## src/rtl/hazard_defs.sv

```systemverilog
// Shared definitions for the hazard/stall controller: FSM encoding, default
// sizing constants and the register-match helper used by both hazard terms.
package hazard_defs;

    typedef enum logic {
        RUN      = 1'b0,
        MEM_WAIT = 1'b1
    } hz_state_e;

    localparam int DEF_CNT_W       = 32;
    localparam int DEF_MEM_TIMEOUT = 1024;
    localparam int DEF_TO_W        = 11;

    typedef struct packed {
        logic pc_write;
        logic if_id_write;
        logic if_id_flush;
        logic id_ex_bubble;
        logic pipe_freeze;
    } hz_ctrl_t;

    // Held while rst is high: front end stopped and cleared, back end not frozen.
    localparam hz_ctrl_t CTRL_RESET = '{pc_write: 1'b0, if_id_write: 1'b0,
                                        if_id_flush: 1'b1, id_ex_bubble: 1'b1,
                                        pipe_freeze: 1'b0};

    localparam hz_ctrl_t CTRL_RUN = '{pc_write: 1'b1, if_id_write: 1'b1,
                                      if_id_flush: 1'b0, id_ex_bubble: 1'b0,
                                      pipe_freeze: 1'b0};

    // x0 is hardwired zero, so a producer targeting it never creates a dependency.
    function automatic logic reg_match(input logic [4:0] rd,
                                       input logic [4:0] rs1, input logic use1,
                                       input logic [4:0] rs2, input logic use2);
        return (rd != 5'd0) && ((use1 && (rd == rs1)) || (use2 && (rd == rs2)));
    endfunction

endpackage

```

## src/rtl/sat_counter.sv

```systemverilog
// Saturating up-counter with asynchronous active-high clear.
module sat_counter #(
    parameter int W = 8
) (
    input  logic         clk,
    input  logic         rst,
    input  logic         inc,
    output logic [W-1:0] count
);

    logic [W-1:0] count_q, count_d;

    always_comb begin
        count_d = count_q;
        if (inc && !(&count_q))
            count_d = count_q + W'(1);
    end

    always_ff @(posedge clk or posedge rst) begin
        if (rst) count_q <= '0;
        else     count_q <= count_d;
    end

    assign count = count_q;

endmodule

```

## src/rtl/hazard_stall_unit.sv

```systemverilog
// Hazard and stall controller for the 5-stage RV32 pipeline: load/ALU-in-EX
// interlocks, branch-on-load interlock, data-memory wait freeze and timeout.
module hazard_stall_unit
    import hazard_defs::*;
#(
    parameter int CNT_W       = DEF_CNT_W,
    parameter int MEM_TIMEOUT = DEF_MEM_TIMEOUT,
    parameter int TO_W        = DEF_TO_W
) (
    input  logic             clk,
    input  logic             rst,
    input  logic [4:0]       IF_ID_RegisterRs1,
    input  logic [4:0]       IF_ID_RegisterRs2,
    input  logic             IF_ID_UsesRs1,
    input  logic             IF_ID_UsesRs2,
    input  logic             IF_ID_Branch,
    input  logic             branch_taken,
    input  logic             ID_EX_RegWrite,
    input  logic [4:0]       ID_EX_RegisterRd,
    input  logic             EX_MEM_MemRead,
    input  logic             EX_MEM_MemWrite,
    input  logic [4:0]       EX_MEM_RegisterRd,
    input  logic             dmem_ready,
    output logic             pc_write,
    output logic             if_id_write,
    output logic             if_id_flush,
    output logic             id_ex_bubble,
    output logic             pipe_freeze,
    output logic             mem_timeout,
    output logic [CNT_W-1:0] stall_cycles,
    output logic [CNT_W-1:0] flush_count
);

    hz_state_e       state_q;
    logic [TO_W-1:0] wait_cnt_q, wait_cnt_d;
    logic            mem_timeout_q, mem_timeout_d;

    logic     mem_access, freeze, raw_ex, br_load, hazard, take_branch;
    hz_ctrl_t ctrl;

    assign mem_access  = EX_MEM_MemRead | EX_MEM_MemWrite;
    assign freeze      = mem_access & ~dmem_ready;

    // ALU results are forwarded only from MEM/WB, so any consumer of an EX
    // producer must wait one cycle; a load in MEM still has nothing to give
    // the ID-stage branch comparator.
    assign raw_ex      = ID_EX_RegWrite &
                         reg_match(ID_EX_RegisterRd, IF_ID_RegisterRs1, IF_ID_UsesRs1,
                                   IF_ID_RegisterRs2, IF_ID_UsesRs2);
    assign br_load     = IF_ID_Branch & EX_MEM_MemRead &
                         reg_match(EX_MEM_RegisterRd, IF_ID_RegisterRs1, IF_ID_UsesRs1,
                                   IF_ID_RegisterRs2, IF_ID_UsesRs2);
    assign hazard      = raw_ex | br_load;
    assign take_branch = IF_ID_Branch & branch_taken;

    always_comb begin
        ctrl = CTRL_RUN;
        if (rst) begin
            ctrl = CTRL_RESET;
        end else if (freeze) begin
            ctrl.pc_write    = 1'b0;
            ctrl.if_id_write = 1'b0;
            ctrl.pipe_freeze = 1'b1;
        end else if (hazard) begin
            ctrl.pc_write     = 1'b0;
            ctrl.if_id_write  = 1'b0;
            ctrl.id_ex_bubble = 1'b1;
        end else if (take_branch) begin
            ctrl.if_id_flush = 1'b1;
        end
    end

    assign pc_write     = ctrl.pc_write;
    assign if_id_write  = ctrl.if_id_write;
    assign if_id_flush  = ctrl.if_id_flush;
    assign id_ex_bubble = ctrl.id_ex_bubble;
    assign pipe_freeze  = ctrl.pipe_freeze;

    // wait_cnt_d is the number of consecutive frozen cycles including this one;
    // it saturates at all-ones so it walks through MEM_TIMEOUT exactly once.
    always_comb begin
        wait_cnt_d = '0;
        if (freeze)
            wait_cnt_d = (&wait_cnt_q) ? wait_cnt_q : wait_cnt_q + TO_W'(1);
        mem_timeout_d = mem_timeout_q;
        if (freeze && (MEM_TIMEOUT != 0) && (wait_cnt_d == TO_W'(MEM_TIMEOUT)))
            mem_timeout_d = 1'b1;
    end

    always_ff @(posedge clk or posedge rst) begin
        if (rst) begin
            state_q       <= RUN;
            wait_cnt_q    <= '0;
            mem_timeout_q <= 1'b0;
        end else begin
            wait_cnt_q    <= wait_cnt_d;
            mem_timeout_q <= mem_timeout_d;
            case (state_q)
                RUN:      if (freeze)     state_q <= MEM_WAIT;
                MEM_WAIT: if (dmem_ready) state_q <= RUN;
                default:                  state_q <= RUN;
            endcase
        end
    end

    assign mem_timeout = mem_timeout_q;

    sat_counter #(.W(CNT_W)) u_stall_cnt (
        .clk   (clk),
        .rst   (rst),
        .inc   (~ctrl.pc_write),
        .count (stall_cycles)
    );

    sat_counter #(.W(CNT_W)) u_flush_cnt (
        .clk   (clk),
        .rst   (rst),
        .inc   (ctrl.if_id_flush),
        .count (flush_count)
    );

endmodule

```

## config.mk

```make
export PLATFORM = sky130hd
export DESIGN_NAME = hazard_stall_unit
export DESIGN_NICKNAME = d
export VERILOG_FILES = /design/src/rtl/hazard_defs.sv /design/src/rtl/sat_counter.sv /design/src/rtl/hazard_stall_unit.sv
export SDC_FILE = /design/constraint.sdc
export NUM_CORES = 1
export LEC_CHECK = 0
export CORE_MARGIN = 4
export CORE_UTILIZATION = 39
export DETAILED_ROUTE_END_ITERATION = 8
export SLEW_MARGIN = 40
export SYNTH_ARGS = -nofsm -noshare
export SYNTH_HDL_FRONTEND = slang
export SYNTH_HIERARCHICAL = 1
export SYNTH_SLANG_ARGS = --single-unit
export TNS_END_PERCENT = 100
```

## constraint.sdc

```tcl
create_clock -name clk -period 2.3 [get_ports clk]
set_clock_uncertainty 0.05 [all_clocks]
set_input_delay 0.23 -clock clk [delete_from_list [all_inputs] [get_ports clk]]
set_output_delay 0.23 -clock clk [all_outputs]
set_load 0.1 [all_outputs]
```

# Word-level counts from Yosys, hierarchy flattened
# Cells that the tools add are included.
# totals
word_cells	49
ff_bits	76
inputBits	30
out_inout_bits	70
# classes
n_eq_ne	5
reduce_logical	18
bitwise	9
addsub	3
n_mux	10
# op_table
operator	count
$add 32x1->32 const B	2
$reduce_and 32->1	2
$mux 11	2
$eq 5x5->1	4
$add 11x1->11 const B	1
$eq 11x11->1 const B	1
$reduce_and 11->1	1
$reduce_bool 5->1	2
$logic_and 1x1->1	9
$mux 2	3
$and 1x1->1	5
$mux 5	1
$mux 1	4
$logic_not 1->1	2
$logic_or 1x1->1	2
$not 1->1	2
$or 1x1->1	2

# Logic depth before layout (Yosys ltp)
# logic_depth
ltp_word	11
depth_mapped	10
ltp_nobuf	10

# Cells and area by module
# Netlist, hierarchy kept.
# by_module_without_submodules
module	seq_area_each_um2	n_inst	cells_each	area_per_inst_um2
sat_counter	800.8	2	155	1665.3
hazard_stall_unit	300.3	1	122	1042.2

# Worst setup path before layout
# No wires, ideal clock.
# synth_path
kind	input to output
from	in ID_EX_RegisterRd[2]
to	out id_ex_bubble
t_required_ns	2.020
cell_stages	5
n_path_buf	0
path_slack_ns	-0.874
arrival_time_ns	2.894
path_cell_list	xnor2_1 -> nand4_1 -> o22ai_1 -> a32oi_1 -> o21ai_0
# synth_via
elab_chain_len	9
elab_cells_between_ends	12
classes_between	2 x eq/ne; 3 x mux; 2 x bitwise; 5 x reduce/logical
# synth_rtl
element	line	rtl
start, declared	hazard_stall_unit.sv:19	input logic [4:0] ID_EX_RegisterRd,
$eq 5x5->1	hazard_defs.sv:35	return (rd != 5'd0) && ((use1 && (rd == rs1)) || (use2 && (rd == rs2)));
$logic_and 1x1->1	hazard_defs.sv:35	
$logic_or 1x1->1	hazard_defs.sv:35	
$logic_and 1x1->1 (*)	hazard_defs.sv:35	
$and 1x1->1 (*)	hazard_stall_unit.sv:47	assign raw_ex = ID_EX_RegWrite &
$or 1x1->1 (*)	hazard_stall_unit.sv:53	assign hazard = raw_ex | br_load;
$mux 1 (*)	hazard_stall_unit.sv:64	end else if (hazard) begin
$mux 2 (*)	hazard_stall_unit.sv:60	end else if (freeze) begin
$mux 5 (*)	hazard_stall_unit.sv:58	if (rst) begin
end, declared	hazard_stall_unit.sv:27	output logic id_ex_bubble,
# Every way passes the cells marked *; elsewhere a longest branch is shown, timed or not.

# Worst setup path in the final report
# layout_path
from	in EX_MEM_RegisterRd[1]
to	reg u_flush_cnt.count_q[29], in the netlist u_flush_cnt/count[29]
# layout_via
elab_chain_len	10
elab_cells_between_ends	13
classes_between	2 x eq/ne; 3 x mux; 2 x bitwise; 6 x reduce/logical
# layout_rtl
element	line	rtl
start, declared	hazard_stall_unit.sv:22	input logic [4:0] EX_MEM_RegisterRd,
$eq 5x5->1	hazard_defs.sv:35	
$logic_and 1x1->1	hazard_defs.sv:35	
$logic_or 1x1->1	hazard_defs.sv:35	
$logic_and 1x1->1 (*)	hazard_defs.sv:35	
$and 1x1->1 (*)	hazard_stall_unit.sv:50	assign br_load = IF_ID_Branch & EX_MEM_MemRead &
$or 1x1->1 (*)	hazard_stall_unit.sv:53	
$mux 1 (*)	hazard_stall_unit.sv:64	
$mux 2 (*)	hazard_stall_unit.sv:60	
$mux 5 (*)	hazard_stall_unit.sv:58	
$logic_and 1x1->1 (*)	sat_counter.sv:15	if (inc && !(&count_q))
end signal, assigned	sat_counter.sv:21	else count_q <= count_d;
end, declared	sat_counter.sv:11	logic [W-1:0] count_q, count_d;
# Marked as above.
# A chain may end at the register's enable or synchronous reset.

==> flow_summary.ini <==
[timing]
drv_slew = 0
fin_hold_ws_ps = 237
fmax_ghz = 0.459
finalSetupTns_ps = 0
setup_viol_count_final = 0
finalHoldViolCount = 0
fin_crit_sh = 0.947
fin_crit_ps = 2180
worst_slew_pin_slew_ps = 571
rsz0062_at_grt = no
relSlewSlack = 0.616

[power_and_ir_drop]
cellLeakagePower_uw = 0.00275
clockPowerShare = 0.264
p_int_uw = 2510
peakVddDrop_uv = 1010
pwr-share-comb = 0.357
power_frac_seq = 0.379
p_sw_frac = 0.428
power.density_nw_per_um2 = 724
p_sw_uw = 1880

[finish]
fin_cells = 709
multiInputGateArea_um2 = 2500
final_core_util = 0.557
drive_gt1_frac = 0.429
seq_area_um2 = 1980
fillers = 967
n_antenna_cell = 0
area_growth_pct = 38.8
fin_area_um2 = 6070
layout.nets = 597

[placed_design]
port_buffers = 99
dpl_cell_area_um2 = 5760
gp_congestion = 0.878
dp_cells = 691
post-dp-hpwl_um = 8890

[route]
drtIter0Drc = 221
viasPerCell = 5.23
route.vias.total = 3710
totalWireLength_um = 11500
ant_nets = 0
wl_per_cell_um = 16.3
drc = 0
dr.pass1.iters = 4

[grt]
grt_max_degree = 33
grt_usage = 0.182
grt_first_pass_wirelength_um = 19000
grt_pass1_vias = 3694
antenna_found_initial = 0
grt.overflow.total = 0

[logic_synthesis]
synth_ff_type = dfrtp_1
synth_edf_count = 0
synthCells = 432
synth-async-reset-ratio = 1.00
synth_area_um2 = 4370
ys_warn_count = 6
synth_fp_nets = 465
ys_types = 46
ys_seq_elements = 76
ys_seq_area_frac = 0.435
synth_area_per_cell_um2 = 10.1

[worst_setup_path]
timing_worst_setup_path_type = in -> reg
arrival_ps = 2400
endpoint_kind = register
crit_fanout = 4
start_kind = primary input
required_ps = 2530

[die]
fp.dieW_um = 114
num_rows = 38
fp.coreArea_um2 = 10900
die_h_um = 114
ios = 100
design.die.area_um2 = 13000
start_util = 0.402

[clock_network]
htreeDepth = 3
cts.path.max_buffers = 2
root_buffer = clkbuf_8
cts.sinks = 76
clk_latency_ps = 360
clk_pin_slew_worst_paths_ps = 90
cts_buffers = 9
tritoncts = done

[flow_run]
cap_viol_max_count = 0

[hold_path]
hp-class = in -> async

[run_status]
outcome = finished clean
[layout make-up]
type	instances	share of cell area
multi-input combinational	333	0.413
sequential	76	0.326
timing repair buffer	132	0.188
tap	140	0.0289
clock buffer	10	0.0210
clock inverter	6	0.0155
inverter	12	0.00742
[power groups by stage]
stage	clock, uW	sequential, uW	combinational, uW
global placement	0	1690	1550
finish	1160	1670	1570
detailed placement	0	1700	1570
CTS	1200	1670	1580
floorplan	0	2460	367
global route	1260	1700	1640
[cell usage after synthesis (8+ instances only)]
cell | count | area share
nor2_1 | 27 | 0.023
inv_1 | 12 | 0.010
xor2_1 | 34 | 0.068
nor3_2 | 18 | 0.041
dfrtp_1 | 76 | 0.43
nand2_1 | 48 | 0.041
xnor2_1 | 51 | 0.10
nand4_1 | 29 | 0.041
nand3_1 | 27 | 0.031
and3_1 | 11 | 0.016
nor3_1 | 16 | 0.018
and4_1 | 8 | 0.016
[worst max-delay path, cell delays in order]
cell      delay, ps
clkbuf_2         90
or3_1           370
o311a_1         310
a32oi_2         270
a41o_4          270
and3_4          180
and3_4          230
nand3_4         130
nor3_4          150
xor2_1          170
[worst paths after layout]
| path | start | to | slack (ps) | cells past startpoint |
|---|---|---|---|---|
| max in group asynchronous | rst | u_stall_cnt/count[16] | 1300 | 4 |
| worst min-delay path | rst | wait_cnt_q[0] | 240 | 3 |
| worst max register to register | wait_cnt_q[0] | mem_timeout | 130 | 6 |
| min in group clk | mem_timeout | mem_timeout | 430 | 2 |
| worst max-delay path | EX_MEM_RegisterRd[1] | u_flush_cnt/count[29] | 120 | 10 |
| worst min register to register | mem_timeout | mem_timeout | 430 | 2 |
[layer usage]
layer	share of wire	vias up	wire length, um	track usage
li1	-	1814	-	-
met1	0.45	1795	5150	0.245
met2	0.50	87	5720	0.297
met3	0.047	14	539	0.0440
met4	0.011	0	130	0.0435
met5	0	-	0	0
[layout by cell type, fill, tap and decap left out, types with 21 or more instances in the layout]
master	instances
nor2_1	24
xor2_1	34
nand3_1	22
xnor2_1	50
nand2_1	46
nand4_1	29
nor3_2	21
buf_4	98
dfrtp_2	62
[state kept, by name, summed over array words and instances (netlist names)]
| name | count |
|---|---|
| u_stall_cnt/count | 32 |
| u_flush_cnt/count | 32 |
| wait_cnt_q | 11 |
| mem_timeout | 1 |
[logic make-up after synthesis]
| logic type | count (synthesis) | share of synthesized area |
|---|---|---|
| flops | 76 | 0.435 |
| mux | 4 | 0.00944 |
| simple gates | 207 | 0.276 |
| xor+xnor | 85 | 0.170 |
| compound gates | 34 | 0.0730 |
| buf+inv | 23 | 0.0275 |
| fa+ha+maj | 3 | 0.00858 |
[what timing repair did]
item / in CTS / in global routing
hold endpoints to repair: 0 / 0
setup endpoints to repair: 28 / 25
buffers inserted: 2 / 0
cloned: 0 / 0
pin swaps: 8 / 6
hold buffers: 0 / 0
gates resized for setup: 12 / 26
[per-stage QoR]
step                      worst slack [ps]  total power [uW]
after global routing                  6.00              4600
after global placement                -461              3240
after detailed placement              -550              3270
final                                  122              4400
after floorplan                       -259              2830
after CTS                             8.54              4450
(Power assumes the default switching activity.)
